--- src/rtl/seg7_scan_display_if.sv ---
// seg7_scan_display_if
//   Groups the snapshot feed (data_in/load/hold) and the display drive
//   (an/seg/dp) of the scanned 7-segment display.
//   master : the producer side (drives data_in/load/hold, sees the display)
//   slave  : the display controller (takes data_in/load/hold, drives an/seg/dp)
interface seg7_scan_display_if;
   logic [15:0] data_in;
   logic        load;
   logic        hold;
   logic [3:0]  an;
   logic [6:0]  seg;
   logic        dp;

   modport master (output data_in, load, hold, input an, seg, dp);
   modport slave  (input data_in, load, hold, output an, seg, dp);
endinterface

--- src/rtl/seg7_scan_display.sv ---
// seg7_scan_display
//   Snapshots a 16-bit value and shows it as 4 hex digits on a
//   time-multiplexed 7-segment display, with optional leading-zero blanking
//   and a decimal-point flash on digit 0 after the shown value changes.
// Ports:
//   clk      system clock
//   rst      synchronous, active-high reset
//   bus      seg7_scan_display_if.slave:
//              data_in[15:0] value to display
//              load          capture data_in this cycle
//              hold          freeze snapshot (overrides load)
//              an[3:0]       digit selects, an[i] = digit i
//              seg[6:0]      segments {g,f,e,d,c,b,a}
//              dp            decimal point
//   an/seg/dp are registered and lag the scan state by one cycle.
module seg7_scan_display #(
   parameter int SCAN_DIV       = 50000,
   parameter int FLASH_CYCLES   = 5000000,
   parameter int BLANK_LZ       = 1,
   parameter int SEG_ACTIVE_LOW = 1,
   parameter int AN_ACTIVE_LOW  = 1
) (
   input  logic                 clk,
   input  logic                 rst,
   seg7_scan_display_if.slave   bus
);

   localparam int SCAN_W = (SCAN_DIV > 1) ? $clog2(SCAN_DIV) : 1;
   localparam int FL_W   = $clog2(FLASH_CYCLES + 1);

   localparam logic [SCAN_W-1:0] SCAN_LAST = SCAN_W'(SCAN_DIV - 1);
   localparam logic [FL_W-1:0]   FL_INIT   = FL_W'(FLASH_CYCLES);

   localparam logic [3:0] AN_OFF  = (AN_ACTIVE_LOW  != 0) ? 4'hF  : 4'h0;
   localparam logic [6:0] SEG_OFF = (SEG_ACTIVE_LOW != 0) ? 7'h7F : 7'h00;
   localparam logic       DP_OFF  = (SEG_ACTIVE_LOW != 0);

   logic [15:0]       snapshot;
   logic [SCAN_W-1:0] scan_cnt;
   logic [1:0]        idx;
   logic [FL_W-1:0]   flash_tmr;

   logic              capture;
   logic [3:0]        nib;
   logic              blank;
   logic [6:0]        seg_on;
   logic [3:0]        an_on;
   logic              dp_on;

   function automatic logic [6:0] hex7(input logic [3:0] n);
      case (n)
         4'h0: hex7 = 7'h3F;
         4'h1: hex7 = 7'h06;
         4'h2: hex7 = 7'h5B;
         4'h3: hex7 = 7'h4F;
         4'h4: hex7 = 7'h66;
         4'h5: hex7 = 7'h6D;
         4'h6: hex7 = 7'h7D;
         4'h7: hex7 = 7'h07;
         4'h8: hex7 = 7'h7F;
         4'h9: hex7 = 7'h6F;
         4'hA: hex7 = 7'h77;
         4'hB: hex7 = 7'h7C;
         4'hC: hex7 = 7'h39;
         4'hD: hex7 = 7'h5E;
         4'hE: hex7 = 7'h79;
         default: hex7 = 7'h71;
      endcase
   endfunction

   assign capture = bus.load & ~bus.hold;

   // Active-high view of the next display word, from the current scan state.
   always_comb begin
      nib   = 4'h0;
      blank = 1'b0;
      case (idx)
         2'd0: nib = snapshot[3:0];
         2'd1: begin
            nib   = snapshot[7:4];
            blank = (BLANK_LZ != 0) && (snapshot[15:4] == 12'h000);
         end
         2'd2: begin
            nib   = snapshot[11:8];
            blank = (BLANK_LZ != 0) && (snapshot[15:8] == 8'h00);
         end
         default: begin
            nib   = snapshot[15:12];
            blank = (BLANK_LZ != 0) && (snapshot[15:12] == 4'h0);
         end
      endcase
      seg_on = blank ? 7'h00 : hex7(nib);
      an_on  = 4'b0001 << idx;
      dp_on  = (idx == 2'd0) && (flash_tmr != '0);
   end

   always_ff @(posedge clk) begin
      if (rst) begin
         snapshot  <= 16'h0000;
         scan_cnt  <= '0;
         idx       <= 2'd0;
         flash_tmr <= '0;
         bus.an    <= AN_OFF;
         bus.seg   <= SEG_OFF;
         bus.dp    <= DP_OFF;
      end else begin
         if (capture)
            snapshot <= bus.data_in;

         // A capture of a different value (re)starts the flash.
         if (capture && (bus.data_in != snapshot))
            flash_tmr <= FL_INIT;
         else if (flash_tmr != '0)
            flash_tmr <= flash_tmr - 1'b1;

         if (scan_cnt == SCAN_LAST) begin
            scan_cnt <= '0;
            idx      <= idx + 2'd1;
         end else begin
            scan_cnt <= scan_cnt + 1'b1;
         end

         bus.an  <= (AN_ACTIVE_LOW  != 0) ? ~an_on  : an_on;
         bus.seg <= (SEG_ACTIVE_LOW != 0) ? ~seg_on : seg_on;
         bus.dp  <= (SEG_ACTIVE_LOW != 0) ? ~dp_on  : dp_on;
      end
   end

endmodule

--- src/flat_wrapper.sv ---
// flat-port wrapper written by rule: the top's interface ports become plain ports
module seg7_scan_display_flat 
#(
   parameter int SCAN_DIV       = 50000,
   parameter int FLASH_CYCLES   = 5000000,
   parameter int BLANK_LZ       = 1,
   parameter int SEG_ACTIVE_LOW = 1,
   parameter int AN_ACTIVE_LOW  = 1
)
  (clk, rst, bus_data_in, bus_load, bus_hold, bus_an, bus_seg, bus_dp);
  seg7_scan_display_if bus_i ();
  input  logic clk;
  input  logic rst;
  input wire logic [$bits(bus_i.data_in)-1:0] bus_data_in;
  input wire logic [$bits(bus_i.load)-1:0] bus_load;
  input wire logic [$bits(bus_i.hold)-1:0] bus_hold;
  output wire logic [$bits(bus_i.an)-1:0] bus_an;
  output wire logic [$bits(bus_i.seg)-1:0] bus_seg;
  output wire logic [$bits(bus_i.dp)-1:0] bus_dp;
  assign bus_i.data_in = bus_data_in;
  assign bus_i.load = bus_load;
  assign bus_i.hold = bus_hold;
  assign bus_an = bus_i.an;
  assign bus_seg = bus_i.seg;
  assign bus_dp = bus_i.dp;
  seg7_scan_display #(.SCAN_DIV(SCAN_DIV), .FLASH_CYCLES(FLASH_CYCLES), .BLANK_LZ(BLANK_LZ), .SEG_ACTIVE_LOW(SEG_ACTIVE_LOW), .AN_ACTIVE_LOW(AN_ACTIVE_LOW)) u_core (.clk(clk), .rst(rst), .bus(bus_i));
endmodule
--- config.mk ---
export PLATFORM = sky130hd
export DESIGN_NAME = seg7_scan_display_flat
export DESIGN_NICKNAME = d
export VERILOG_FILES = /design/src/rtl/seg7_scan_display_if.sv /design/src/rtl/seg7_scan_display.sv /design/src/flat_wrapper.sv
export SDC_FILE = /design/constraint.sdc
export NUM_CORES = 1
export LEC_CHECK = 0
export ABC_AREA = 1
export BUFFER_PORTS_ARGS = -buffer_cell sky130_fd_sc_hd__buf_2
export CORE_MARGIN = 10
export CORE_UTILIZATION = 50
export CTS_BUF_LIST = sky130_fd_sc_hd__clkbuf_2 sky130_fd_sc_hd__clkbuf_4 sky130_fd_sc_hd__clkbuf_8
export DETAILED_ROUTE_END_ITERATION = 12
export GPL_TIMING_DRIVEN = 0
export PLACE_DENSITY = 0.65
export SYNTH_ARGS = -nofsm -noshare
export SYNTH_HDL_FRONTEND = slang
export SYNTH_SLANG_ARGS = --single-unit
--- constraint.sdc ---
create_clock -name clk -period 2.7 [get_ports clk]
set_input_delay 0.135 -clock clk [delete_from_list [all_inputs] [get_ports clk]]
set_output_delay 0.135 -clock clk [all_outputs]
set_load 0.03 [all_outputs]
Word level (Yosys, flattened, before mapping). Memory sizes are Yosys's and may differ from the RTL's. Index checks and enable logic that the tools add are counted. W data, S select, Z words.

Memories kept: 1. Output and inout bits: 12. Bits in registers: 69. Word-level logic and storage cells: 37. ROM bits: 112. Input port bits: 20.

Memories: (no name shown) (words 16, width 7, rd ports 1, clocked after memory_dff 0, write ports 0, line seg7_scan_display.sv:51) `case (n)`.

Bitwise logic cells: 5. Add/sub/neg operators: 3. Reductions and logical operators: 10. Muxes and demuxes: 5. Shift-type cells: 1. Equality and inequality tests: 4.

Operators by type and width (count): $mux W23 (2); $reduce_bool A23 Y1 (1); $sub A23 B1 Y23 const B (1); $add A16 B1 Y16 const B (1); $eq A16 B16 Y1 const B (1); $ne A16 B16 Y1 (1); $logic_not A12 Y1 (1); $pmux W4 S3 (1); $logic_not A8 Y1 (1); $mux W7 (1); $not A7 Y7 (1); $logic_not A4 Y1 (1); $not A4 Y4 (1); $reduce_or A2 Y1 (2); $shl A1 B2 Y4 const A (1); $pmux W1 S3 (1); $add A2 B1 Y2 const B (1); $eq A2 B1 Y1 const B (1); $eq A2 B2 Y1 const B (1); $logic_and A1 B1 Y1 (2); $logic_not A2 Y1 (1); $not A1 Y1 (2); $reduce_bool A2 Y1 (1); $and A1 B1 Y1 (1).

Depth between registers and ports, before layout. An unclocked memory read counts as a cell.

Word-level depth: 5. Depth in mapped cells: 13. Mapped depth without buffers: 13.

Least setup slack after synthesis. No wires, ideal clock.

Path kind: reg-to-reg. Start point: register u_core.idx[0]. End point: register u_core.bus.seg[3]. Arrival: 1.849 ns. Slack: 0.724 ns. Required time: 2.573 ns. Cell stages (with the launch flop): 13. Library setup time: 0.127 ns. Clock period less this slack: 1.976 ns. Cells stage by stage: dfxtp_1 inv_1 ha_1 inv_1 o21ai_0 o21ai_1 inv_1 ha_1 nand3b_1 nand2_1 o21ai_0 inv_1 nand2_1.

Longest elaborated chain between the ends: 5.

Ends and longest elaborated chain: from (decl) (line seg7_scan_display.sv:40) `logic [1:0] idx;`; from (signal assigned) (line seg7_scan_display.sv:118) `idx <= idx + 2'd1;`; $eq A2 B2 Y1 (tied with other cells) (line seg7_scan_display.sv:77) `case (idx)`; $pmux W4 S3 (line seg7_scan_display.sv:77); $mem_v2 Z16 W7; $mux W7 * (line seg7_scan_display.sv:92) `seg_on = blank ? 7'h00 : hex7(nib);`; $not A7 Y7 * (line seg7_scan_display.sv:124) `bus.seg <= (SEG_ACTIVE_LOW != 0) ? ~seg_on : seg_on;`; to (signal assigned) (line seg7_scan_display.sv:124); to (decl) (line seg7_scan_display_if.sv:15) `modport slave (input data_in, load, hold, output an, seg, dp);`.

Every way passes the cells marked *; elsewhere a longest branch is shown, timed or not. A chain may end at the register's enable or synchronous reset.

Final worst setup path. Same ends and word-level chain as after synthesis.

==> out/metrics.cfg <==
[clock_network]
cts_setup_buffers=0
htree_levels=3
cts_buffer_depth=2
numCtsBuffers=9
cts.sinks=69
post_cts_resized=0
path_clk_slew_ps=80
clock-root-buffer=clkbuf_8
clock_latency_ps=350
tritoncts=done
ctsHoldBuffers=0

[die]
start_util_pct=51.6
dieWidth_um=107
ios=32
die_area_mm2=0.0114
std_cell_rows=31
die_h_um=107
core-area_mm2=0.00725

[yosys]
syn_nets=598
synth_area_leaders=dfxtp_1, nand2_1, nor2_1, inv_1, nand3_1
synth-warning-count=0
ys_async_sr_fraction_pct=0
synth_most_common_cell=nand2_1
ys_seq_area_share_pct=36.9
synth_top_area_share_pct=36.9
synth_area_leader_cell=dfxtp_1
yosys-top-cells-count=nand2_1, nor2_1, dfxtp_1
syn_area_mm2=0.00375
synth_edf_count=0
ys_ff_latch=69
ys.flop_type=dfxtp_1
ys_types=33
avgSynthCellArea_um2=6.64
postSynthCellCount=564

[critical_path]
critPathMaxFanout=6
cp_common_cell=nand2_1
r2r_setup_slack_ps=340
rr_worst_depth=12
arrival_ps=2590
slowest_delay_ps=400
path_cells=inv_1 > ha_1 > nand2_1 > nand2_1 > o21ai_1 > inv_1 > ha_1 > nand3b_1 > nand2_1 > o21ai_0 > inv_1 > nand2_1
path_class=reg -> reg
crit_path_top_delay_cell=o21ai_1
worst_setup_path_end_kind=register
start_kind=register
r2r_end=u_core.bus.seg[3]$_SDFF_PP1_
rr_startpoint=u_core.idx[0]$_SDFFE_PP0P_
cp_data_required_time_ps=2930

[sta]
final.setup.tns_ps=0
period_needed_ps=2360
grt_setup_unrepaired=no
period_share_pct=87.3
hold_viol=0
fmax_ghz=0.424
fin_skew_ps=7.38
slew_viol_final=0
relSlewSlack_pct=64.8
holdWs_ps=34.1
worst_slew_pin_slew_ps=528
finalSetupViolCount=0

[worst_hold_path]
holdPathEnd=u_core.snapshot[7]$_SDFFE_PP0P_
hold_class=in -> reg
holdPathStages=3
hp-start=bus_data_in[7]

[place]
hpwl_mm=6.43
gp_congestion=0.851
post_dp_cell_area_mm2=0.00402
portBuffers=30

[global_route]
grt_usage_pct=15.7
overflow=0
grt_first_pass_wirelength_mm=14.9
grt_max_degree=12
first_global_vias=3330
antenna_found_initial=0

[routing]
antenna_left=0
drt-total-wl_mm=8.47
via_per_inst=4.96
dr.pass1.iters=4
drt-wirelength-per-cell_um=12.0
drtIter0Drc=134
route.detailed.drc=0
via_count=3513

[layout]
n_antenna_cell=0
final_cell_area_mm2=0.00421
fillers=736
drive_gt1_share_pct=14.1
areaGrowthSynthToFinish_pct=12.3
nets=639

[run]
max_cap_viol_count=0

[power]
cellPowerDensity_mw_per_mm2=701
leakagePower_nw=1.98
ir_worst_vdd_v=0.000294

[outcome]
status=finished clean

[layout by cell type, fill, tap and decap left out, types with 3 or more instances in the layout]
master	synthesis	layout
a21oi_1	30	30
buf_2	3	33
clkbuf_1	5	5
clkbuf_8	0	12
dfxtp_1	69	69
ha_1	14	14
inv_1	50	50
inv_2	11	11
nand2_1	157	157
nand2_2	3	3
nand3_1	36	36
nand4_1	9	9
nor2_1	86	86
nor2_2	16	16
nor3_1	3	3
nor3b_1	3	3
o21ai_0	28	28
xnor2_1	9	9
xor2_1	10	10
[metrics by stage]
stage	total power, mW	instances	worst slack [ps]	utilization, %
2_1_floorplan	1.96	564	724	-
3_3_place_gp	2.14	693	433	55.4
3_5_place_dp	2.16	693	373	55.4
4_1_cts	2.96	708	335	58.0
5_1_grt	3.15	708	111	58.0
6_report	2.95	708	344	58.0
[state kept, by name, summed over array words and instances, names as in the netlist]
register          flops
u_core.bus.seg        7
u_core.bus.dp         1
u_core.flash_tmr     23
u_core.bus.an         4
u_core.idx            2
u_core.scan_cnt      16
u_core.snapshot      16
[how the worst max path moves through the flow]
stage                                     startpoint                      endpoint  slack (ps)  depth (start not counted)
after detailed placement  u_core.idx[0]$_SDFFE_PP0P_  u_core.bus.seg[3]$_SDFF_PP1_         370                         12
after global placement    u_core.idx[0]$_SDFFE_PP0P_  u_core.bus.seg[3]$_SDFF_PP1_         430                         12
after CTS                 u_core.idx[0]$_SDFFE_PP0P_  u_core.bus.seg[3]$_SDFF_PP1_         330                         12
final                     u_core.idx[0]$_SDFFE_PP0P_  u_core.bus.seg[3]$_SDFF_PP1_         340                         12
after global routing      u_core.idx[0]$_SDFFE_PP0P_  u_core.bus.seg[3]$_SDFF_PP1_         110                         12
after floorplan           u_core.idx[0]$_SDFFE_PP0P_  u_core.bus.seg[3]$_SDFF_PP1_         720                         12
[logic make-up after synthesis]
logic type	share of synthesized area [%]
buffers and inverters	7.52
adders and majority gates	4.68
and+or+nand+nor	37.0
DFF	36.9
AOI/OAI and AO/OA	9.45
xor gates and xnor gates	4.44
[cell type report]
| cell class | count | area (um^2) | area share, % |
|---|---|---|---|
| Clock inverter | 3 | 20.0 | 0.476 |
| Multi-Input combinational cell | 423 | 2080 | 49.5 |
| Sequential cell | 69 | 1380 | 32.8 |
| Buffer | 9 | 45.0 | 1.07 |
| Clock buffer | 12 | 165 | 3.93 |
| Timing Repair Buffer | 30 | 150 | 3.57 |
| Tap cell | 99 | 124 | 2.95 |
| Inverter | 63 | 236 | 5.62 |
[metal layers]
layer / vias to the layer above / track usage, % / share of wire, %
li1: 1863 / - / -
met1: 1584 / 20.2 / 49
met2: 53 / 24.7 / 45
met3: 13 / 3.56 / 4.5
met4: 0 / 6.77 / 1.8
met5: - / 0 / 0
[critical path, delay by kind of cell (launching register included)]
kind	cells	cell delay, ps
AOI/OAI and AO/OA	2	480
adders and majority gates	2	590
buffers and inverters	3	330
DFF	1	390
and+or+nand+nor	5	440
[power by group]
group | total, mW | leakage (nW) | internal, mW | switching (mW)
Combinational | 0.922 | 1.32 | 0.336 | 0.586
Clock | 0.803 | 0.0905 | 0.402 | 0.401
Sequential | 1.22 | 0.567 | 1.13 | 0.0960
Total | 2.95 | 1.98 | 1.86 | 1.08
Note: power is estimated with default switching activity, not from simulation.
